**config.mk**
```make
export PLATFORM = sky130hd
export DESIGN_NAME = l15_transducer_arb_flat
export DESIGN_NICKNAME = d
export VERILOG_FILES = /design/src/rtl/l15_transducer_arb_if.sv /design/src/rtl/l15_transducer_arb.sv /design/src/flat_wrapper.sv
export SDC_FILE = /design/constraint.sdc
export NUM_CORES = 1
export LEC_CHECK = 0
export ABC_CLOCK_PERIOD_IN_PS = 6300
export BUFFER_PORTS_ARGS = -buffer_cell sky130_fd_sc_hd__buf_2
export CORE_AREA = 4 4 143 145
export CTS_CLUSTER_SIZE = 24
export DETAILED_ROUTE_END_ITERATION = 6
export DIE_AREA = 0 0 147 149
export SYNTH_ARGS = -nofsm -noshare
export SYNTH_HDL_FRONTEND = slang
export SYNTH_SLANG_ARGS = --single-unit
export TNS_END_PERCENT = 5
```
**constraint.sdc**
```tcl
create_clock -name clk -period 6.3 [get_ports clk]
set_input_delay 0.315 -clock clk [delete_from_list [all_inputs] [get_ports clk]]
set_output_delay 0.315 -clock clk [all_outputs]
set_load 0.01 [all_outputs]
```
**src/rtl/l15_transducer_arb_if.sv**
```systemverilog
// Request/response bundle between the two transducers, the arbiter and the L1.5.
// The arbiter takes the slave view; the environment (transducers + L1.5) takes the master view.
interface l15_transducer_arb_if;
   // Valid/ready rule for every channel: a valid is held with its payload stable
   // until the matching ack is seen high in the same cycle; ack without valid means nothing.
   logic        r0_val,      r1_val;
   logic [4:0]  r0_rqtype,   r1_rqtype;
   logic        r0_nc,       r1_nc;
   logic [2:0]  r0_size,     r1_size;
   logic [39:0] r0_address,  r1_address;
   logic [63:0] r0_data,     r1_data;
   logic        r0_ack,      r1_ack;
   logic        r0_rsp_val,  r1_rsp_val;
   logic        r0_rsp_ack,  r1_rsp_ack;
   logic [3:0]  r0_outstanding, r1_outstanding;

   logic        arb_l15_val;
   logic [4:0]  arb_l15_rqtype;
   logic        arb_l15_nc;
   logic [2:0]  arb_l15_size;
   logic [39:0] arb_l15_address;
   logic [63:0] arb_l15_data;
   logic        arb_l15_threadid;
   logic        l15_arb_ack;
   logic        l15_arb_rsp_val;
   logic [3:0]  l15_arb_returntype;
   logic        l15_arb_threadid;
   logic        arb_l15_req_ack;

   modport slave (
      input  r0_val, r0_rqtype, r0_nc, r0_size, r0_address, r0_data, r0_rsp_ack,
      input  r1_val, r1_rqtype, r1_nc, r1_size, r1_address, r1_data, r1_rsp_ack,
      input  l15_arb_ack, l15_arb_rsp_val, l15_arb_returntype, l15_arb_threadid,
      output r0_ack, r0_rsp_val, r0_outstanding, r1_ack, r1_rsp_val, r1_outstanding,
      output arb_l15_val, arb_l15_rqtype, arb_l15_nc, arb_l15_size, arb_l15_address,
      output arb_l15_data, arb_l15_threadid, arb_l15_req_ack
   );

   modport master (
      output r0_val, r0_rqtype, r0_nc, r0_size, r0_address, r0_data, r0_rsp_ack,
      output r1_val, r1_rqtype, r1_nc, r1_size, r1_address, r1_data, r1_rsp_ack,
      output l15_arb_ack, l15_arb_rsp_val, l15_arb_returntype, l15_arb_threadid,
      input  r0_ack, r0_rsp_val, r0_outstanding, r1_ack, r1_rsp_val, r1_outstanding,
      input  arb_l15_val, arb_l15_rqtype, arb_l15_nc, arb_l15_size, arb_l15_address,
      input  arb_l15_data, arb_l15_threadid, arb_l15_req_ack
   );
endinterface

```
**src/rtl/l15_transducer_arb.sv**
```systemverilog
// Round-robin two-requester arbiter in front of one L1.5 transducer port, with
// threadid-based response routing and broadcast of invalidation/interrupt responses.
module l15_transducer_arb #(
   parameter int unsigned MAX_OUT      = 4,
   parameter logic [3:0]  BCAST_TYPE_A = 4'b0011,
   parameter logic [3:0]  BCAST_TYPE_B = 4'b0111
) (
   input  logic                 clk,
   input  logic                 rst,
   l15_transducer_arb_if.slave  bus,
   output logic                 dbg_gnt_state_o,
   output logic                 dbg_rsp_state_o,
   output logic                 dbg_ptr_o
);
   typedef enum logic {IDLE = 1'b0, HOLD = 1'b1} gnt_state_e;
   typedef enum logic {R_IDLE = 1'b0, R_BCAST = 1'b1} rsp_state_e;

   localparam logic [3:0] MAX_OUT_C = 4'(MAX_OUT);

   gnt_state_e gnt_state_q, gnt_state_d;
   rsp_state_e rsp_state_q, rsp_state_d;
   logic       gnt_id_q, gnt_id_d;
   logic       ptr_q, ptr_d;
   logic       done0_q, done0_d, done1_q, done1_d;
   logic [3:0] cnt0_q, cnt0_d, cnt1_q, cnt1_d;
   logic       elig0, elig1, is_bcast;
   logic       inc0, inc1, dec0, dec1;

   assign elig0    = bus.r0_val & (cnt0_q < MAX_OUT_C);
   assign elig1    = bus.r1_val & (cnt1_q < MAX_OUT_C);
   assign is_bcast = (bus.l15_arb_returntype == BCAST_TYPE_A) ||
                     (bus.l15_arb_returntype == BCAST_TYPE_B);

   always_comb begin
      gnt_state_d          = gnt_state_q;
      gnt_id_d             = gnt_id_q;
      ptr_d                = ptr_q;
      inc0                 = 1'b0;
      inc1                 = 1'b0;
      bus.r0_ack           = 1'b0;
      bus.r1_ack           = 1'b0;
      bus.arb_l15_val      = 1'b0;
      bus.arb_l15_rqtype   = '0;
      bus.arb_l15_nc       = 1'b0;
      bus.arb_l15_size     = '0;
      bus.arb_l15_address  = '0;
      bus.arb_l15_data     = '0;
      bus.arb_l15_threadid = 1'b0;
      case (gnt_state_q)
         IDLE: begin
            if (elig0 | elig1) begin
               gnt_id_d    = (elig0 & elig1) ? ptr_q : elig1;
               gnt_state_d = HOLD;
            end
         end
         HOLD: begin
            bus.arb_l15_val      = 1'b1;
            bus.arb_l15_threadid = gnt_id_q;
            bus.arb_l15_rqtype   = gnt_id_q ? bus.r1_rqtype  : bus.r0_rqtype;
            bus.arb_l15_nc       = gnt_id_q ? bus.r1_nc      : bus.r0_nc;
            bus.arb_l15_size     = gnt_id_q ? bus.r1_size    : bus.r0_size;
            bus.arb_l15_address  = gnt_id_q ? bus.r1_address : bus.r0_address;
            bus.arb_l15_data     = gnt_id_q ? bus.r1_data    : bus.r0_data;
            if (bus.l15_arb_ack) begin
               bus.r0_ack  = ~gnt_id_q;
               bus.r1_ack  = gnt_id_q;
               inc0        = ~gnt_id_q;
               inc1        = gnt_id_q;
               ptr_d       = ~gnt_id_q;
               gnt_state_d = IDLE;
            end
         end
         default: gnt_state_d = IDLE;
      endcase
   end

   always_comb begin
      rsp_state_d         = rsp_state_q;
      done0_d             = done0_q;
      done1_d             = done1_q;
      dec0                = 1'b0;
      dec1                = 1'b0;
      bus.r0_rsp_val      = 1'b0;
      bus.r1_rsp_val      = 1'b0;
      bus.arb_l15_req_ack = 1'b0;
      case (rsp_state_q)
         R_IDLE: begin
            if (bus.l15_arb_rsp_val) begin
               if (is_bcast) begin
                  rsp_state_d = R_BCAST;
               end else if (bus.l15_arb_threadid) begin
                  bus.r1_rsp_val      = 1'b1;
                  bus.arb_l15_req_ack = bus.r1_rsp_ack;
                  dec1                = bus.r1_rsp_ack;
               end else begin
                  bus.r0_rsp_val      = 1'b1;
                  bus.arb_l15_req_ack = bus.r0_rsp_ack;
                  dec0                = bus.r0_rsp_ack;
               end
            end
         end
         R_BCAST: begin
            // Each requester sees the broadcast until it acks; L1.5 is released once both have.
            bus.r0_rsp_val = ~done0_q;
            bus.r1_rsp_val = ~done1_q;
            done0_d        = done0_q | bus.r0_rsp_ack;
            done1_d        = done1_q | bus.r1_rsp_ack;
            if (done0_d & done1_d) begin
               bus.arb_l15_req_ack = 1'b1;
               done0_d             = 1'b0;
               done1_d             = 1'b0;
               rsp_state_d         = R_IDLE;
            end
         end
         default: rsp_state_d = R_IDLE;
      endcase
   end

   function automatic logic [3:0] cnt_next(input logic [3:0] c, input logic inc,
                                           input logic dec);
      logic [3:0] n;
      n = c;
      case ({inc, dec})
         2'b10:   n = c + 4'd1;
         2'b01:   n = (c == 4'd0) ? c : c - 4'd1;
         default: n = c;
      endcase
      return n;
   endfunction

   assign cnt0_d = cnt_next(cnt0_q, inc0, dec0);
   assign cnt1_d = cnt_next(cnt1_q, inc1, dec1);

   always_ff @(posedge clk or posedge rst) begin
      if (rst) begin
         gnt_state_q <= IDLE;
         rsp_state_q <= R_IDLE;
         gnt_id_q    <= 1'b0;
         ptr_q       <= 1'b0;
         done0_q     <= 1'b0;
         done1_q     <= 1'b0;
         cnt0_q      <= '0;
         cnt1_q      <= '0;
      end else begin
         gnt_state_q <= gnt_state_d;
         rsp_state_q <= rsp_state_d;
         gnt_id_q    <= gnt_id_d;
         ptr_q       <= ptr_d;
         done0_q     <= done0_d;
         done1_q     <= done1_d;
         cnt0_q      <= cnt0_d;
         cnt1_q      <= cnt1_d;
      end
   end

   assign bus.r0_outstanding = cnt0_q;
   assign bus.r1_outstanding = cnt1_q;
   assign dbg_gnt_state_o    = gnt_state_q;
   assign dbg_rsp_state_o    = rsp_state_q;
   assign dbg_ptr_o          = ptr_q;

   // A granted requester must keep its request up until the L1.5 takes it.
   a_hold_val_stable: assert property (@(posedge clk) disable iff (rst)
      (gnt_state_q == HOLD) |-> (gnt_id_q ? bus.r1_val : bus.r0_val));
   a_cnt0_no_underflow: assert property (@(posedge clk) disable iff (rst)
      (dec0 && !inc0) |-> (cnt0_q != 4'd0));
   a_cnt1_no_underflow: assert property (@(posedge clk) disable iff (rst)
      (dec1 && !inc1) |-> (cnt1_q != 4'd0));
endmodule
```
**src/flat_wrapper.sv**
```systemverilog
// flat-port wrapper written by rule: the top's interface ports become plain ports
module l15_transducer_arb_flat 
#(
   parameter int unsigned MAX_OUT      = 4,
   parameter logic [3:0]  BCAST_TYPE_A = 4'b0011,
   parameter logic [3:0]  BCAST_TYPE_B = 4'b0111
)
  (clk, rst, dbg_gnt_state_o, dbg_rsp_state_o, dbg_ptr_o, bus_r0_val, bus_r0_rqtype, bus_r0_nc, bus_r0_size, bus_r0_address, bus_r0_data, bus_r0_rsp_ack, bus_r1_val, bus_r1_rqtype, bus_r1_nc, bus_r1_size, bus_r1_address, bus_r1_data, bus_r1_rsp_ack, bus_l15_arb_ack, bus_l15_arb_rsp_val, bus_l15_arb_returntype, bus_l15_arb_threadid, bus_r0_ack, bus_r0_rsp_val, bus_r0_outstanding, bus_r1_ack, bus_r1_rsp_val, bus_r1_outstanding, bus_arb_l15_val, bus_arb_l15_rqtype, bus_arb_l15_nc, bus_arb_l15_size, bus_arb_l15_address, bus_arb_l15_data, bus_arb_l15_threadid, bus_arb_l15_req_ack);
  l15_transducer_arb_if bus_i ();
  input  logic clk;
  input  logic rst;
  output logic dbg_gnt_state_o;
  output logic dbg_rsp_state_o;
  output logic dbg_ptr_o;
  input wire logic [$bits(bus_i.r0_val)-1:0] bus_r0_val;
  input wire logic [$bits(bus_i.r0_rqtype)-1:0] bus_r0_rqtype;
  input wire logic [$bits(bus_i.r0_nc)-1:0] bus_r0_nc;
  input wire logic [$bits(bus_i.r0_size)-1:0] bus_r0_size;
  input wire logic [$bits(bus_i.r0_address)-1:0] bus_r0_address;
  input wire logic [$bits(bus_i.r0_data)-1:0] bus_r0_data;
  input wire logic [$bits(bus_i.r0_rsp_ack)-1:0] bus_r0_rsp_ack;
  input wire logic [$bits(bus_i.r1_val)-1:0] bus_r1_val;
  input wire logic [$bits(bus_i.r1_rqtype)-1:0] bus_r1_rqtype;
  input wire logic [$bits(bus_i.r1_nc)-1:0] bus_r1_nc;
  input wire logic [$bits(bus_i.r1_size)-1:0] bus_r1_size;
  input wire logic [$bits(bus_i.r1_address)-1:0] bus_r1_address;
  input wire logic [$bits(bus_i.r1_data)-1:0] bus_r1_data;
  input wire logic [$bits(bus_i.r1_rsp_ack)-1:0] bus_r1_rsp_ack;
  input wire logic [$bits(bus_i.l15_arb_ack)-1:0] bus_l15_arb_ack;
  input wire logic [$bits(bus_i.l15_arb_rsp_val)-1:0] bus_l15_arb_rsp_val;
  input wire logic [$bits(bus_i.l15_arb_returntype)-1:0] bus_l15_arb_returntype;
  input wire logic [$bits(bus_i.l15_arb_threadid)-1:0] bus_l15_arb_threadid;
  output wire logic [$bits(bus_i.r0_ack)-1:0] bus_r0_ack;
  output wire logic [$bits(bus_i.r0_rsp_val)-1:0] bus_r0_rsp_val;
  output wire logic [$bits(bus_i.r0_outstanding)-1:0] bus_r0_outstanding;
  output wire logic [$bits(bus_i.r1_ack)-1:0] bus_r1_ack;
  output wire logic [$bits(bus_i.r1_rsp_val)-1:0] bus_r1_rsp_val;
  output wire logic [$bits(bus_i.r1_outstanding)-1:0] bus_r1_outstanding;
  output wire logic [$bits(bus_i.arb_l15_val)-1:0] bus_arb_l15_val;
  output wire logic [$bits(bus_i.arb_l15_rqtype)-1:0] bus_arb_l15_rqtype;
  output wire logic [$bits(bus_i.arb_l15_nc)-1:0] bus_arb_l15_nc;
  output wire logic [$bits(bus_i.arb_l15_size)-1:0] bus_arb_l15_size;
  output wire logic [$bits(bus_i.arb_l15_address)-1:0] bus_arb_l15_address;
  output wire logic [$bits(bus_i.arb_l15_data)-1:0] bus_arb_l15_data;
  output wire logic [$bits(bus_i.arb_l15_threadid)-1:0] bus_arb_l15_threadid;
  output wire logic [$bits(bus_i.arb_l15_req_ack)-1:0] bus_arb_l15_req_ack;
  assign bus_i.r0_val = bus_r0_val;
  assign bus_i.r0_rqtype = bus_r0_rqtype;
  assign bus_i.r0_nc = bus_r0_nc;
  assign bus_i.r0_size = bus_r0_size;
  assign bus_i.r0_address = bus_r0_address;
  assign bus_i.r0_data = bus_r0_data;
  assign bus_i.r0_rsp_ack = bus_r0_rsp_ack;
  assign bus_i.r1_val = bus_r1_val;
  assign bus_i.r1_rqtype = bus_r1_rqtype;
  assign bus_i.r1_nc = bus_r1_nc;
  assign bus_i.r1_size = bus_r1_size;
  assign bus_i.r1_address = bus_r1_address;
  assign bus_i.r1_data = bus_r1_data;
  assign bus_i.r1_rsp_ack = bus_r1_rsp_ack;
  assign bus_i.l15_arb_ack = bus_l15_arb_ack;
  assign bus_i.l15_arb_rsp_val = bus_l15_arb_rsp_val;
  assign bus_i.l15_arb_returntype = bus_l15_arb_returntype;
  assign bus_i.l15_arb_threadid = bus_l15_arb_threadid;
  assign bus_r0_ack = bus_i.r0_ack;
  assign bus_r0_rsp_val = bus_i.r0_rsp_val;
  assign bus_r0_outstanding = bus_i.r0_outstanding;
  assign bus_r1_ack = bus_i.r1_ack;
  assign bus_r1_rsp_val = bus_i.r1_rsp_val;
  assign bus_r1_outstanding = bus_i.r1_outstanding;
  assign bus_arb_l15_val = bus_i.arb_l15_val;
  assign bus_arb_l15_rqtype = bus_i.arb_l15_rqtype;
  assign bus_arb_l15_nc = bus_i.arb_l15_nc;
  assign bus_arb_l15_size = bus_i.arb_l15_size;
  assign bus_arb_l15_address = bus_i.arb_l15_address;
  assign bus_arb_l15_data = bus_i.arb_l15_data;
  assign bus_arb_l15_threadid = bus_i.arb_l15_threadid;
  assign bus_arb_l15_req_ack = bus_i.arb_l15_req_ack;
  l15_transducer_arb #(.MAX_OUT(MAX_OUT), .BCAST_TYPE_A(BCAST_TYPE_A), .BCAST_TYPE_B(BCAST_TYPE_B)) u_core (.clk(clk), .rst(rst), .bus(bus_i), .dbg_gnt_state_o(dbg_gnt_state_o), .dbg_rsp_state_o(dbg_rsp_state_o), .dbg_ptr_o(dbg_ptr_o));
endmodule
```
* After elaboration in Yosys (flattened, before gate mapping)
Cells that the tools add are included.
** Storage, ports and cells
- Flip-flop bits (word level) :: 14
- Input port bits :: 239
- Output and inout bits :: 131
- Logic and storage cells :: 94
** Operators by class
- $add $sub $neg :: 4
- $lt $le $gt $ge :: 2
- Eq/ne operators :: 8
- Mux-type cells :: 51
- Bitwise operators :: 12
- Reduce and logical (&&, ||, !) cells :: 9
** Operators by type and width (number)
- 64-bit two-way mux :: 2
- 40-bit two-way mux :: 2
- 1-bit two-way mux :: 34
- 4-bit one-hot mux with 2 select lines :: 2
- 5-bit two-way mux :: 2
- 1-bit one-hot mux with 2 select lines :: 5
- 4-bit by 1-bit adder with 4-bit output (second input constant) :: 2
- 4-bit zero test :: 2
- 4-bit by 3-bit less-than comparator with 1-bit output (second input constant) :: 2
- 4-bit two-way mux :: 2
- 2-bit AND reduction :: 4
- 4-bit by 1-bit subtractor with 4-bit output (second input constant) :: 2
- 3-bit two-way mux :: 2
- 1-bit inverter :: 5
- 1-bit AND :: 4
- 2-bit by 1-bit equality test with 1-bit output (second input constant) :: 2
- 2-bit equality test (second input constant) :: 2
- 4-bit by 2-bit equality test with 1-bit output (second input constant) :: 1
- 4-bit by 3-bit equality test with 1-bit output (second input constant) :: 1
- 2-bit != test (second input constant) :: 2
- 2-bit nonzero test :: 2
- 1-bit OR :: 3
- 1-bit logical OR :: 1

* Longest topological paths before layout
Gate-level depths: netlist of run 1.
- Word-level depth :: 8
- Gate-level depth with buffers :: 10
- Depth with buffers taken out :: 8

* Worst setup path before layout of run 1
Ideal clock, no wire load.
- Path type :: flip-flop to flip-flop
- From :: register u_core.gnt_state_q (netlist: u_core.dbg_gnt_state_o)
- To :: register u_core.cnt1_q[3] (netlist: u_core.bus.r1_outstanding[3])
- Setup time :: 129 ps
- Arrival time :: 1956 ps
- Required time :: 6171 ps
- Path slack :: 4216 ps
- Cell stages (with the launch flop) :: 10
- Buffers on the path :: 1
- Clock period less this slack :: 2084 ps
- Path through :: dfrtp_1 and3_1 buf_2 or3_1 inv_1 ha_1 a21oi_1 a21boi_0 mux2i_1 nand3_1
** Between the ends
- Longest elaborated chain between the ends :: 4
- Elaborated cells between the ends (all ways) :: 7
- Those cells by class :: 3 x eq/ne; 2 x mux; 2 x reduce/logical
** Ends and longest elaborated chain
- start, declared :: RTL line l15_transducer_arb.sv:20 : gnt_state_e gnt_state_q, gnt_state_d;
- start signal, assigned :: RTL line l15_transducer_arb.sv:145 : gnt_state_q <= gnt_state_d;
- 1-bit two-way mux *
- net bus_r1_ack :: RTL line flat_wrapper.sv:36 : output wire logic [$bits(bus_i.r1_ack)-1:0] bus_r1_ack;
- 2-bit by 1-bit equality test with 1-bit output or 2-bit equality test (tied branches) :: RTL line l15_transducer_arb.sv:123 : case ({inc, dec})
- 2-bit != test (no line) or 2-bit nonzero test (tied branches)
- 2-bit AND reduction (no line)
- end signal, assigned :: RTL line l15_transducer_arb.sv:152 : cnt1_q <= cnt1_d;
- end, declared :: RTL line l15_transducer_arb.sv:25 : logic [3:0] cnt0_q, cnt0_d, cnt1_q, cnt1_d;
Mark *: on every way through the listed nets, which the timed path passes. The rest lies on a longest branch.
A chain may end at the register's enable or synchronous reset.

* Worst setup path in the final report of run 1
- From :: register u_core.gnt_state_q (netlist: u_core.dbg_gnt_state_o)
- To :: register u_core.cnt1_q[3] (netlist: u_core.bus.r1_outstanding[3])
** Between the ends
- Longest elaborated chain between the ends :: 4
- Elaborated cells between the ends (all ways) :: 7
- Those cells by class :: 3 x eq/ne; 2 x mux; 2 x reduce/logical
** Ends and longest elaborated chain
- 1-bit two-way mux * :: RTL line l15_transducer_arb.sv:49 : case (gnt_state_q)
- 2-bit by 1-bit equality test with 1-bit output or 2-bit equality test (tied branches) :: RTL line l15_transducer_arb.sv:123
- 2-bit != test (no line) or 2-bit nonzero test (tied branches)
- 2-bit AND reduction (no line)
Every way passes the cells marked *; elsewhere a longest branch is shown, timed or not.

==> results of run 1 <==
[report_power, final]
part | internal (mW) | total, mW | switching [mW]
registers | 0.139 | 0.265 | 0.126
clock network | 0.0856 | 0.123 | 0.0375
logic | 0.794 | 1.59 | 0.795
total | 1.02 | 1.98 | 0.959
[per-stage QoR]
stage	power (mW)	util, %	hold slack (ns)	setup slack [ns]
after floorplan	1.32	-	0.204	4.22
after global placement	1.86	26.3	0.404	3.16
after detailed placement	1.88	26.3	0.405	3.11
after CTS	2.01	26.7	0.144	3.09
after global routing	2.15	26.7	0.173	2.82
final	1.98	26.7	0.110	3.17
[critical path: stages (launching register included)]
cell and delay, ns:
dfrtp_2 0.91, buf_4 0.52, and3_1 0.39, or3_1 0.19, inv_1 0.06, ha_1 0.32, a21oi_1 0.24, a21boi_0 0.12
mux2i_1 0.15, nand3_1 0.09
[logic make-up after synthesis]
group,after synthesis,synth area share [%]
fa+ha+maj,6,3.02
simple gates,149,31.0
mux,120,40.6
buf+inv,38,5.63
compound gates,24,6.76
xor+xnor,4,1.18
flops,14,11.8
[metal layers]
layer | share of wire [%] | GRT usage [%] | wire length [um]
met5 | 0 | 0 | 0
met4 | 0.15 | 0.559 | 19
met3 | 9.5 | 2.40 | 1190
met2 | 50 | 17.6 | 6290
met1 | 40 | 12.7 | 5010
[placed cells by master, fill, tap and decap left out, drive strengths merged]
cell	instances
nand3b	2
and4bb	1
nor2	8
o31ai	1
xnor2	4
nand4b	2
and2	4
o21ai	2
nand2	7
nand3	6
or2	1
clkbuf	4
a21oi	9
and3b	1
fa	2
mux2	2
and3	1
buf	371
o22ai	2
o211ai	2
nor2b	113
inv	10
nand4bb	1
nand2b	1
ha	4
o21bai	1
a31oi	3
a21boi	3
dfrtp	14
or3	1
o21a	1
mux2i	118
[area by class of cell]
class                   instances  area, sq um  share of cell area (%)
inverters                      10         37.5                   0.732
repair buffers                371         1860                    36.3
clock buffers                   4         78.8                    1.54
multi-input cells             303         2460                    48.0
flip-flops and latches         14          355                    6.93
well taps                     265          332                    6.46
[path summary, 6_finish.rpt]
kind	startpoint	endpoint	slack, ns	cells after the start
setup / recovery	u_core.dbg_gnt_state_o	u_core.bus.r1_outstanding[3]	3.17	9
hold / removal	rst	u_core.bus.r1_outstanding[1]	0.11	2
setup reg to reg	u_core.dbg_gnt_state_o	u_core.bus.r1_outstanding[3]	3.17	9
hold reg to reg	u_core.done0_q	u_core.done0_q	0.52	2
max in group asynchronous	rst	u_core.gnt_id_q	5.78	2
min in group clk	bus_r0_rsp_ack	u_core.done0_q	0.37	3
[sequential cells by signal, indices dropped and copies added, names as in the netlist]
| register | count |
|---|---|
| u_core.bus.r0_outstanding | 4 |
| u_core.bus.r1_outstanding | 4 |
| u_core.dbg_gnt_state_o | 1 |
| u_core.dbg_ptr_o | 1 |
| u_core.dbg_rsp_state_o | 1 |
| u_core.done0_q | 1 |
| u_core.done1_q | 1 |
| u_core.gnt_id_q | 1 |
==> impl_metrics.yaml, run 1 <==
logic_synthesis:
  synth_top_cell_by_area: "mux2i_1"
  yosysMostFrequentCell: "mux2i_1"
  netlist-cell-type-count: 39
  syn_area_sq_um: 2980
  synthArstFlopShare_pct: 100
  syn_inst: 355
  synthesis.nets: 600
  ys_ff_latch: 14
  synth_ff_type: "dfrtp_1"
  netlist_top_cells_area: "mux2i_1 (40%), nor2b_1 (24%), dfrtp_1 (12%)"
  synthTopCellsByCount: "mux2i_1 (118), nor2b_1 (113), buf_2 (14), dfrtp_1 (14), clkbuf_1 (12)"
  post_synth.cell_area_avg_sq_um: 8.40
  synth-edff-count: 0
  synth_warnings: 0
  synth_top_area_share_pct: 39.6
  yosysSeqAreaShare_pct: 11.8
timing:
  tightest_slew_ns: 0.869
  setup_tns_ns: 0
  drv_slew: 0
  clock_skew_ns: 0.00499
  timing.fmax_mhz: 319
  rsz0062_at_grt: "no"
  setup-violations-final: 0
  post-route-min-period_ns: 3.13
  max_slew_margin_pct: 42.1
  fin_crit_sh_pct: 49.7
  hold_viol: 0
clock_tree:
  h-tree-depth: 1
  cts-root-buf: "clkbuf_16"
  clk_pin_slew_worst_paths_ns: 0.05
  numCtsBuffers: 3
  clockBufferDepth: 2
  hold_buffers: 0
  post_cts_resized: 0
  clk_latency_ns: 0.24
  cts_tree: "built"
  clkSinkCount: 14
  cts_setup_buffers: 0
critical_path:
  startpoint_type: "flop"
  cp.arrival_ns: 3.25
  cp_max_fo: 65
  critPathCaptureType: "flop"
  crit_type: "reg -> reg"
  critPathRequiredTime_ns: 6.42
run:
  maxCapViolCount: 0
layout:
  area_delta_synth_final_pct: 72.1
  num-fill-cells: 2116
  final_cell_area_sq_um: 5130
  stdcell_count: 967
  nets: 948
  n_antenna_cell: 0
  drive_above_1_share_pct: 55.3
min_path:
  hold_class: "in -> async"
route:
  viasPerCell: 3.87
  drt_iter0_markers: 111
  wl_um: 12500
  ant_nets: 0
  num_vias: 3739
  first_pass_iters: 4
  drc_errors: 0
  post_drt_wl_per_cell_um: 12.9
floorplan:
  placementRows: 51
  coreArea_sq_um: 19200
  die_x_um: 147
  chipHeight_um: 149
  io_pins: 370
  start_util_pct: 15.5
  dieArea_sq_um: 21900
power:
  powerDensity_nw_per_um2: 385
  leakagePower_nw: 2.98
  irDropWorstVdd_mv: 0.241
grt:
  grt_pass1_vias: 3483
  grt_pass1_wl_um: 18200
  grt_usage_pct: 9.89
  antenna_found_initial: 0
  gr-total-overflow: 0
  grt_max_degree: 66
placed_design:
  gp_congestion: 0.799
  dp.cells: 963
  hpwlAfterDp_um: 10800
  port_buffers: 368
  place_area_sq_um: 5050
run_status:
  status: "finished clean"
Note: power is estimated with default switching activity, not from simulation.
==> inputs of run 2 (changes only) <==
- ABC_CLOCK_PERIOD_IN_PS: 6300 -> 2940
- clock period: 6.3 -> 2.94 ns (I/O delays scaled with it)
==> run 2 against run 1 <==
  * Global-route usage rose by 0.068 points
  * Sequential cell count is the same
  * First-iteration DRC count decreased by 25%
  * Register-to-register slack got worse by 2.4 ns
  * Count of clock-buffer cells in the layout unchanged
  * Via count increased by 0.59%
  * Clock skew shrank 0.0037 ns
  * Largest power group unchanged
==> impl_metrics.yaml, run 2 (synthesis gave the netlist of run 1 again) <==
critical_path:
  startpoint_type: "flop"
  crit_type: "reg -> reg"
  r2r_start: "u_core.dbg_rsp_state_o"
  critPathCaptureType: "flop"
  r2r-end: "u_core.bus.r1_outstanding[3]"
  reg2reg_slack_ns: 0.74
  reg2regPathDepth: 8
  cp_max_fo: 8
  cp.arrival_ns: 2.32
  critPathRequiredTime_ns: 3.07
timing:
  setup_tns_ns: 0
  max_slew_margin_pct: 35.5
  timing.fmax_mhz: 456
  drv_slew: 0
  worst_slack_ns: 0.745
  fin_crit_sh_pct: 74.7
  post-route-min-period_ns: 2.20
  hold_viol: 0
  clock_skew_ns: 0.00133
  rsz0062_at_grt: "no"
  setup-violations-final: 0
  tightest_slew_ns: 0.968
layout:
  post-route-util_pct: 26.8
  nets: 948
  area_delta_synth_final_pct: 73.0
  layout_common_cells: "buf_2 (368), mux2i_1 (118), nor2b_1 (113), dfrtp_1 (12), inv_1 (9)"
  regArea_sq_um: 355
  n_antenna_cell: 0
  drive_above_1_share_pct: 55.3
  num-fill-cells: 2089
  mostFrequentLayoutCell: "buf_2"
  multi_input_area_sq_um: 2460
  final_cell_area_sq_um: 5150
clock_tree:
  cts_setup_buffers: 0
  numCtsBuffers: 3
  clkSinkCount: 14
  hold_buffers: 1
  clk_latency_ns: 0.25
  clk_pin_slew_worst_paths_ns: 0.05
  clockBufferDepth: 2
  post_cts_resized: 0
  cts_tree: "built"
  cts-root-buf: "clkbuf_16"
  h-tree-depth: 1
route:
  viasPerCell: 3.89
  post_drt_wl_per_cell_um: 12.8
  first_pass_iters: 4
  drt_iter0_markers: 83
  num_vias: 3761
  wl_um: 12400
  drc_errors: 0
  ant_nets: 0
floorplan:
  io_pins: 370
  chipHeight_um: 149
  coreArea_sq_um: 19200
  placementRows: 51
  die_x_um: 147
  start_util_pct: 15.5
  dieArea_sq_um: 21900
power:
  powerDensity_nw_per_um2: 833
  intPower_mw: 2.24
  p_total_mw: 4.30
  clkPwrFrac_pct: 6.9
  irDropWorstVdd_mv: 0.607
  p_seq_share_pct: 9.6
  switching_share_pct: 47.9
  leakagePower_nw: 2.99
  p_sw_mw: 2.06
  comb_power_share_pct: 83.5
grt:
  grt_max_degree: 121
  grt_pass1_vias: 3597
  gr-total-overflow: 0
  grt_usage_pct: 9.96
  antenna_found_initial: 1
  grt_pass1_wl_um: 18400
min_path:
  min-delay-start: "bus_r0_rsp_ack"
  hold_class: "in -> reg"
  whs_path_depth: 3
  hold_end: "u_core.done0_q"
run:
  maxCapViolCount: 0
placed_design:
  place_area_sq_um: 5060
  gp_congestion: 0.786
  hpwlAfterDp_um: 10300
  port_buffers: 368
  pre_cts_ws_ns: 0.731
run_status:
  status: "finished clean"
## run 2: cell types whose count changed in the layout (fill, tap and decap cells not counted)
| cell | change |
|---|---|
| buf_12 | +1 |
| buf_4 | -2 |
| clkbuf_8 | +1 |
| clkbuf_1 | -1 |
| dlygate4sd3_1 | +1 |
## run 2: layout make-up
cell class                 instances  area share (%)
multi-input combinational        303            47.8
timing repair buffer             371            36.5
sequential                        14            6.89
tap                              265            6.43
clock buffer                       4            1.72
inverter                          10           0.728
## run 2: how the worst max path moves through the flow
stage | from | endpoint | slack, ns | depth (start not counted)
floorplan | u_core.dbg_gnt_state_o | u_core.bus.r1_outstanding[3] | 0.86 | 9
global placement | u_core.dbg_rsp_state_o | u_core.bus.r1_outstanding[3] | 0.80 | 8
detailed placement | u_core.dbg_rsp_state_o | u_core.bus.r1_outstanding[3] | 0.73 | 8
CTS | u_core.dbg_rsp_state_o | u_core.bus.r1_outstanding[3] | 0.73 | 8
global route | u_core.dbg_rsp_state_o | u_core.bus.r1_outstanding[3] | 0.47 | 8
finish | u_core.dbg_rsp_state_o | u_core.bus.r1_outstanding[3] | 0.74 | 8
## run 2: critical path, stage by stage, from the launching register on
cell and delay, ns:
dfrtp_1 0.44, nand4b_1 0.27, or3_1 0.43, inv_1 0.09
ha_1 0.26, a21oi_1 0.23, a21boi_0 0.12, mux2i_1 0.15
nand3_1 0.08
## run 2: power groups by stage
stage | sequential, mW | clock (mW) | combinational (mW)
3_3_place_gp | 0.413 | 0 | 3.60
3_5_place_dp | 0.417 | 0 | 3.61
2_1_floorplan | 0.417 | 0 | 2.42
4_1_cts | 0.414 | 0.298 | 3.62
5_1_grt | 0.428 | 0.311 | 3.93
6_report | 0.413 | 0.297 | 3.59
## run 2: metrics by stage
| stage | hold slack [ns] | std cells |
|---|---|---|
| 5_1_grt | 0.233 | 967 |
| 3_5_place_dp | 0.243 | 962 |
| 3_3_place_gp | 0.241 | 962 |
| 6_report | 0.199 | 967 |
| 4_1_cts | 0.207 | 967 |
| 2_1_floorplan | 0.0362 | 355 |
## run 2: layer usage
metal  GRT usage [%]  routed length, um  vias to the layer above
met5               0                 13                        -
met4           0.652                 47                        2
met3            2.49               1240                        6
met2            18.2               6170                      190
met1            12.4               4910                     1649
li1                -                  -                     1914
